$ cat src/rtl/fetch_pkg.sv
`default_nettype none
// ============================================================================
// Module   : fetch_pkg
// Brief    : Shared types and constants for the instruction-fetch queue.
// Revision : 1.0 - initial release
// ============================================================================
package fetch_pkg;

    typedef enum logic [1:0] {
        IDLE  = 2'd0,
        WAIT  = 2'd1,
        DRAIN = 2'd2
    } fetch_state_t;

    // Default-width entry; fetch_queue builds its own at its configured widths.
    typedef struct packed {
        logic [31:0] pc;
        logic [31:0] inst;
        logic        fault;
    } entry_t;

    localparam logic [31:0] NOP_INST = 32'h0;

endpackage
`default_nettype wire

$ cat src/rtl/fetch_fifo.sv
`default_nettype none
// ============================================================================
// Module   : fetch_fifo
// Brief    : Synchronous FIFO of fetch entries with push, pop, flush and count.
// Revision : 1.0 - initial release
// ============================================================================
module fetch_fifo
    import fetch_pkg::*;
#(
    parameter int  DEPTH = 4,
    parameter type T     = entry_t
) (
    input  logic                       clk,
    input  logic                       rst,
    input  logic                       i_push,
    input  logic                       i_pop,
    input  logic                       i_flush,
    input  T                           i_din,
    output T                           o_dout,
    output logic                       o_valid,
    output logic [$clog2(DEPTH+1)-1:0] o_count
);

    localparam int PTR_W = $clog2(DEPTH);
    localparam int CNT_W = $clog2(DEPTH+1);

    T                 r_mem [DEPTH];
    logic [PTR_W-1:0] r_wptr;
    logic [PTR_W-1:0] r_rptr;
    logic [CNT_W-1:0] r_count;
    logic             w_pop;

    assign w_pop   = i_pop && (r_count != '0);
    assign o_dout  = r_mem[r_rptr];
    assign o_valid = (r_count != '0);
    assign o_count = r_count;

    // Storage is cleared on reset so the head outputs are never X.
    always_ff @(posedge clk) begin
        if (rst) begin
            for (int i = 0; i < DEPTH; i++) begin
                r_mem[i] <= '0;
            end
            r_wptr  <= '0;
            r_rptr  <= '0;
            r_count <= '0;
        end else if (i_flush) begin
            r_wptr  <= '0;
            r_rptr  <= '0;
            r_count <= '0;
        end else begin
            if (i_push) begin
                r_mem[r_wptr] <= i_din;
                r_wptr        <= r_wptr + PTR_W'(1);
            end
            if (w_pop) begin
                r_rptr <= r_rptr + PTR_W'(1);
            end
            case ({i_push, w_pop})
                2'b10:   r_count <= r_count + CNT_W'(1);
                2'b01:   r_count <= r_count - CNT_W'(1);
                default: r_count <= r_count;
            endcase
        end
    end

endmodule
`default_nettype wire

$ cat src/rtl/fetch_queue.sv
`default_nettype none
// ============================================================================
// Module   : fetch_queue
// Brief    : Fetch stage: PC handshake, single-outstanding imem request and an
//            instruction FIFO with redirect flush. FETCH_ALIGN_CHECK_EN turns
//            misaligned PCs into fault entries instead of memory requests.
// Revision : 1.0 - initial release
// ============================================================================
module fetch_queue
    import fetch_pkg::*;
#(
    parameter int DEPTH  = 4,
    parameter int ADDR_W = 32,
    parameter int DATA_W = 32
) (
    input  logic                       CLK,
    input  logic                       MasterReset,
    input  logic [ADDR_W-1:0]          pc_in,
    input  logic                       pc_valid,
    output logic                       pc_ready,
    output logic                       imem_req,
    output logic [ADDR_W-1:0]          imem_addr,
    input  logic                       imem_ack,
    input  logic [DATA_W-1:0]          imem_rdata,
    input  logic                       redirect,
    output logic                       inst_valid,
    input  logic                       inst_ready,
    output logic [DATA_W-1:0]          inst_out,
    output logic [ADDR_W-1:0]          inst_pc,
    output logic                       inst_fault,
    output logic [$clog2(DEPTH+1)-1:0] count
);

    localparam int CNT_W = $clog2(DEPTH+1);

    typedef struct packed {
        logic [ADDR_W-1:0] pc;
        logic [DATA_W-1:0] inst;
        logic              fault;
    } slot_t;

    fetch_state_t      r_state;
    fetch_state_t      w_next_state;
    logic [ADDR_W-1:0] r_addr;
    logic [ADDR_W-1:0] r_pc;
    logic              r_fault_pend;
    logic              w_misaligned;
    logic              w_accept;
    logic              w_room;
    logic              w_push;
    logic [DATA_W-1:0] w_push_inst;
    slot_t             w_push_slot;
    slot_t             w_head;

`ifdef FETCH_ALIGN_CHECK_EN
    assign w_misaligned = (pc_in[1:0] != 2'b00);
`else
    assign w_misaligned = 1'b0;
`endif

    assign w_accept = pc_valid && pc_ready;

    // A pending fault entry has not reached the count yet, so reserve its slot.
    assign w_room = r_fault_pend ? (count < CNT_W'(DEPTH - 1))
                                 : (count < CNT_W'(DEPTH));

    always_ff @(posedge CLK) begin
        if (MasterReset) begin
            r_state <= IDLE;
        end else begin
            r_state <= w_next_state;
        end
    end

    always_comb begin
        w_next_state = r_state;
        case (r_state)
            IDLE: begin
                if (w_accept && !w_misaligned) begin
                    w_next_state = WAIT;
                end
            end
            WAIT: begin
                if (imem_ack) begin
                    w_next_state = IDLE;
                end else if (redirect) begin
                    w_next_state = DRAIN;
                end
            end
            DRAIN: begin
                if (imem_ack) begin
                    w_next_state = IDLE;
                end
            end
            default: w_next_state = IDLE;
        endcase
    end

    always_comb begin
        pc_ready = 1'b0;
        imem_req = 1'b0;
        w_push   = 1'b0;
        pc_ready = (r_state == IDLE) && w_room && !redirect && !MasterReset;
        imem_req = (r_state != IDLE);
        w_push   = !redirect && (((r_state == WAIT) && imem_ack) || r_fault_pend);
    end

    always_ff @(posedge CLK) begin
        if (MasterReset) begin
            r_addr       <= '0;
            r_pc         <= '0;
            r_fault_pend <= 1'b0;
        end else begin
            r_fault_pend <= w_accept && w_misaligned;
            if (w_accept) begin
                r_pc <= pc_in;
            end
            if (w_accept && !w_misaligned) begin
                r_addr <= {pc_in[ADDR_W-1:2], 2'b00};
            end
        end
    end

    assign imem_addr   = r_addr;
    assign w_push_inst = r_fault_pend ? DATA_W'(NOP_INST) : imem_rdata;
    assign w_push_slot = {r_pc, w_push_inst, r_fault_pend};

    fetch_fifo #(
        .DEPTH (DEPTH),
        .T     (slot_t)
    ) u_fifo (
        .clk     (CLK),
        .rst     (MasterReset),
        .i_push  (w_push),
        .i_pop   (inst_ready),
        .i_flush (redirect),
        .i_din   (w_push_slot),
        .o_dout  (w_head),
        .o_valid (inst_valid),
        .o_count (count)
    );

    assign inst_out   = w_head.inst;
    assign inst_pc    = w_head.pc;
    assign inst_fault = w_head.fault;

endmodule
`default_nettype wire

$ cat config.mk
export PLATFORM = sky130hd
export DESIGN_NAME = fetch_queue
export DESIGN_NICKNAME = d
export VERILOG_FILES = /design/src/rtl/fetch_pkg.sv /design/src/rtl/fetch_fifo.sv /design/src/rtl/fetch_queue.sv
export SDC_FILE = /design/constraint.sdc
export NUM_CORES = 1
export LEC_CHECK = 0
export ABC_AREA = 1
export CORE_MARGIN = 1.5
export CORE_UTILIZATION = 60
export CTS_BUF_LIST = sky130_fd_sc_hd__clkbuf_8 sky130_fd_sc_hd__clkbuf_16
export DETAILED_ROUTE_END_ITERATION = 7
export HOLD_SLACK_MARGIN = 0.08
export PLACE_DENSITY = 0.86
export RECOVER_POWER = 50
export SETUP_SLACK_MARGIN = 0.5
export SYNTH_ARGS = -nofsm -noshare
export SYNTH_HDL_FRONTEND = slang
export SYNTH_HIERARCHICAL = 1
export SYNTH_SLANG_ARGS = --single-unit
$ cat constraint.sdc
create_clock -name CLK -period 18.07 [get_ports CLK]
set_input_delay 3.614 -clock CLK [delete_from_list [all_inputs] [get_ports CLK]]
set_output_delay 3.614 -clock CLK [all_outputs]
set_load 0.005 [all_outputs]
# Word-level counts from Yosys, hierarchy flattened
# Memory sizes are Yosys's and may differ from the RTL's. A register that Yosys moved wholly into a read port is not among the register bits.
# Cells that the tools add are included.
[classes] order_cmp=1 add_sub_neg=4 n_reduce_logical=16 n_eq_ne=7 muxes=17
[ops] cell="two-way mux 64 bit" count=1
[ops] cell="OR reduction 64 bit" count=1
[ops] cell="two-way mux 2 bit" count=7
[ops] cell="logical AND 1 bit" count=7
[ops] cell="two-way mux 1 bit" count=7
[ops] cell="case mux 2 bit (3 select lines)" count=1
[ops] cell="case mux 3 bit (2 select lines)" count=1
[ops] cell="adder 2 x 1 -> 2 bit, second input constant" count=2
[ops] cell="== test 2 x 1 -> 1 bit, second input constant" count=2
[ops] cell="== test 2 bit, second input constant" count=2
[ops] cell="!= test 2 bit, second input constant" count=2
[ops] cell="nonzero test 2 bit" count=2
[ops] cell="adder 3 x 1 -> 3 bit, second input constant" count=1
[ops] cell="< comparator 3 bit, second input constant" count=1
[ops] cell="!= test 3 bit, second input constant" count=1
[ops] cell="AND reduction 3 bit" count=1
[ops] cell="nonzero test 3 bit" count=1
[ops] cell="subtractor 3 x 1 -> 3 bit, second input constant" count=1
[ops] cell="logical NOT 1 bit" count=2
[ops] cell="logical NOT 2 bit" count=1
[ops] cell="OR reduction 2 bit" count=1
[word_totals] mem_count=1 ramBits=256 wordCells=52 input_bits=70 register_bits=71 out_inout_bits=103
[memory_table] memory="u_fifo.r_mem" depth=4 word_bits=64 read_ports=1 rd_ports_with_merged_regs=1 write_ports=4 line="fetch_fifo.sv:27" text="T r_mem [DEPTH];"

# Longest topological paths before layout
[logic_depth] word_depth=9 mapped_depth=13 ltp_nobuf=13

# By module
# The synthesis kept the hierarchy.
[by_module_without_submodules] mod="fetch_fifo" seq_area_each_um2=7987.7 n_inst=1 cells_each=1055 area_per_inst_um2=11516.0
[by_module_without_submodules] mod="fetch_queue" seq_area_each_um2=680.7 n_inst=1 cells_each=253 area_per_inst_um2=1671.6

# Least setup slack after synthesis
# No wires, ideal clock.
[synth_path] path_kind="input to register" startpoint="input port redirect" endpoint="memory u_fifo/r_mem[3][0] (netlist bit), enable pin" setup_ps=578 path_buffers=0 required_ps=17492 setup_slack_ps=8464 cell_stages=3 arrival_time_ps=9028 cell_sequence="nor4_1 > nand3_1 > o21ai_0"
[synth_rtl] element="start: declaration" line="fetch_queue.sv:25" text="input logic redirect,"
[synth_rtl] element="end: declaration" line="fetch_fifo.sv:27"

==> impl_metrics.csv <==
group,metric,value,unit
worst_setup_path,path_max_fanout,40,
cts,clock_sinks,303,
cts,clk_pin_slew,0.06,ns
global_routing,grt_pass1_vias,8603,
global_routing,grt_pass1_wl,44000,µm
die,die_width,151,µm
power,power,0.00145,W
logic_synthesis,syn_area,13200,µm²
logic_synthesis,yosysMostFrequentCell,"nor2_1",
worst_setup_path,worst_ep_required_time,18.24,ns
layout,seq_area,8670,µm²
sta,fin_setup_tns,0,ns
cts,post_cts_buffers,0,
detailed_routing,post-route-drc-count,0,
cts,cts_inserted_buffers,28,
placed_design,dpl.hpwl,15800,µm
logic_synthesis,netlist_instances,1308,
logic_synthesis,async_flop_share,0,
logic_synthesis,synth.area.top_cells,"edfxtp_1, nor2_1, dfxtp_1, o21ai_0, nand2_1",
die,core-area,21700,µm²
sta,setup_viol,0,
worst_setup_path,path_class,"in -> reg",
sta,worst_slew_pin_slew,4.31,ns
layout,multiInputGateArea,3370,µm²
layout,drive_gt1_frac,0.0448,
power,irDropWorstVdd,0.0639,mV
logic_synthesis,yosysTopAreaCellShare,0.592,
detailed_routing,dr.first_iter.drc_count,691,
sta,fmax,108,MHz
global_routing,grt_max_degree,107,
worst_hold_path,hold_class,"reg -> reg",
power,powerDensity,93.0,nW/µm²
worst_setup_path,worst-path-buf-inv,2,
cts,cts_max_path_buffers,3,
placed_design,gp_congestion,0.739,
cts,hold_buffers,0,
logic_synthesis,synth_cell_types,24,
detailed_routing,routedWlPerCell,17.2,µm
power,leakagePower,6.43,nW
detailed_routing,drt_pre_antenna_iters,5,
die,start_util,0.608,
logic_synthesis,avgSynthCellArea,10.1,µm²
layout,area_delta_synth_final,17.9,%
sta,finalCritPeriodShare,0.511,
detailed_routing,vias,9278,
logic_synthesis,yosys_warnings,6,
worst_setup_path,slowest_stage,"o21ai_0",
die,dieArea,22900,µm²
global_routing,antenna_found_initial,1,
worst_setup_path,cp_cell_sequence,"dlygate4sd3_1 -> nor4_1 -> nand3_1 -> o21ai_0 -> buf_4",
worst_setup_path,critPathMaxStageDelay,3.21,ns
die,row_count,54,
global_routing,track_usage,0.252,
sta,fin_crit,9.23,ns
cts,root_buffer,"clkbuf_16",
detailed_routing,avgViaCountPerCell,5.42,
layout,layout.nets,1480,
worst_setup_path,cpLargestDelayFamily,"compound AO/OA/AOI/OAI gates",
status,outcome,"finished, violations left",
status,violations,"max-capacitance violations, max-slew violations",
sta,slew-limit-headroom,-1.90,
cts,htree_levels,1,
cts,cts.repair.resized,0,
cts,cts_tree,"done",
worst_setup_path,crit_arrival,9.40,ns
detailed_routing,ant_nets,0,
placed_design,portBuffers,170,
detailed_routing,routed_wl,29400,µm
sta,fin_skew,0.00903,ns
worst_setup_path,startpoint_type,"input pin",
sta,hold_viol,0,
worst_setup_path,end_kind,"register",
logic_synthesis,synth_edf_count,260,
logic_synthesis,synth_ff_type,"edfxtp_1",
die,die_y,151,µm
logic_synthesis,yosys-top-cells-count,"nor2_1, edfxtp_1, nand2_1, o21ai_0, inv_1",
run,drv_cap,6,
sta,rsz0062_at_grt,"no",
logic_synthesis,synth_top_area_cell,"edfxtp_1",
global_routing,grt-ovfl-total,0,
logic_synthesis,synth_seq_cells,303,
layout,finalCoreUtilization,0.717,
logic_synthesis,yosysSeqAreaShare,0.657,
sta,maxSlewViolCount,357,
layout,n_fill_cell,1495,
die,io_pins,173,
cts,clk_latency,0.53,ns
[final cells by class]
cell class / instances / area share
clock buffers: 35 / 0.0520
repair buffers: 178 / 0.113
clock inverters: 17 / 0.00789
well taps: 280 / 0.0225
inverters: 124 / 0.0302
multi-input cells: 773 / 0.217
diodes: 1 / 0.000161
flip-flops and latches: 303 / 0.558
[per-layer routing]
metal	GRT usage	wire length (µm)	vias up
met3	0.0464	2790	48
li1	-	-	4476
met4	0.0820	639	2
met1	0.316	11400	4326
met2	0.442	14600	426
met5	0	13	-
[final timing paths]
kind	from	end	slack [ns]	depth (start not counted)
setup reg to reg	r_state[0]$_SDFFE_PP0P_	u_fifo/r_mem[3][54]$_DFFE_PP_	12.17	5
setup / recovery	redirect	u_fifo/r_mem[3][54]$_DFFE_PP_	8.84	5
hold reg to reg	u_fifo/o_count[0]$_SDFFE_PP0P_	u_fifo/o_count[0]$_SDFFE_PP0P_	0.49	1
hold / removal	u_fifo/o_count[0]$_SDFFE_PP0P_	u_fifo/o_count[0]$_SDFFE_PP0P_	0.49	1
[cells by family (layout without fill, tap and decap cells)]
group                    count (synthesis)  after routing  share of synthesized area
AND/OR/NAND/NOR                        562            562                      0.170
flip-flops                             303            303                      0.657
buffers and inverters                  235            354                     0.0858
AO/OA/AOI/OAI                          205            205                     0.0840
adder cells (fa/ha/maj)                  2              2                    0.00247
other                                    1              5                   0.000284
[flip-flops by register name, summed over array words and instances, names as in the netlist, named ones only]
name            count
r_pc               32
u_fifo/r_rptr       2
r_state             2
u_fifo/o_count      3
u_fifo/r_wptr       2
u_fifo/r_mem      260
[placed cells by master, fill, tap and decap left out]
master,n
a21oi_1,7
buf_4,6
bufinv_16,2
clkbuf_1,2
clkbuf_16,29
clkbuf_8,6
clkdlybuf4s50_1,133
clkinv_1,5
clkinv_2,2
clkinvlp_2,1
clkinvlp_4,1
conb_1,4
dfxtp_1,41
dfxtp_2,1
dfxtp_4,1
diode_2,1
dlygate4sd3_1,37
edfxtp_1,260
fa_1,1
ha_1,1
inv_1,127
inv_2,2
inv_4,1
nand2_1,140
nand2_4,11
nand3_1,6
nand4_1,2
nor2_1,400
nor2_2,1
nor4_1,2
o21ai_0,133
o22ai_1,65
[per-stage QoR]
| stage | hold WS [ns] | worst slack (ns) | cells | cell area [µm²] |
|---|---|---|---|---|
| after global placement | 0.470 | 9.17 | 1658 | 14700 |
| final | 0.492 | 8.84 | 1711 | 15500 |
| after detailed placement | 0.478 | 9.17 | 1658 | 14700 |
| after global routing | 0.520 | 8.39 | 1710 | 15500 |
| after CTS | 0.491 | 9.15 | 1710 | 15600 |
| after floorplan | 0.459 | 8.46 | 1311 | 13200 |
[where the power goes]
part,total [W],internal [W],switching (W)
clock network,0.000583,0.000342,0.000242
logic,0.0000708,0.0000345,0.0000362
registers,0.000791,0.000782,0.00000898
(Power assumes the default switching activity.)
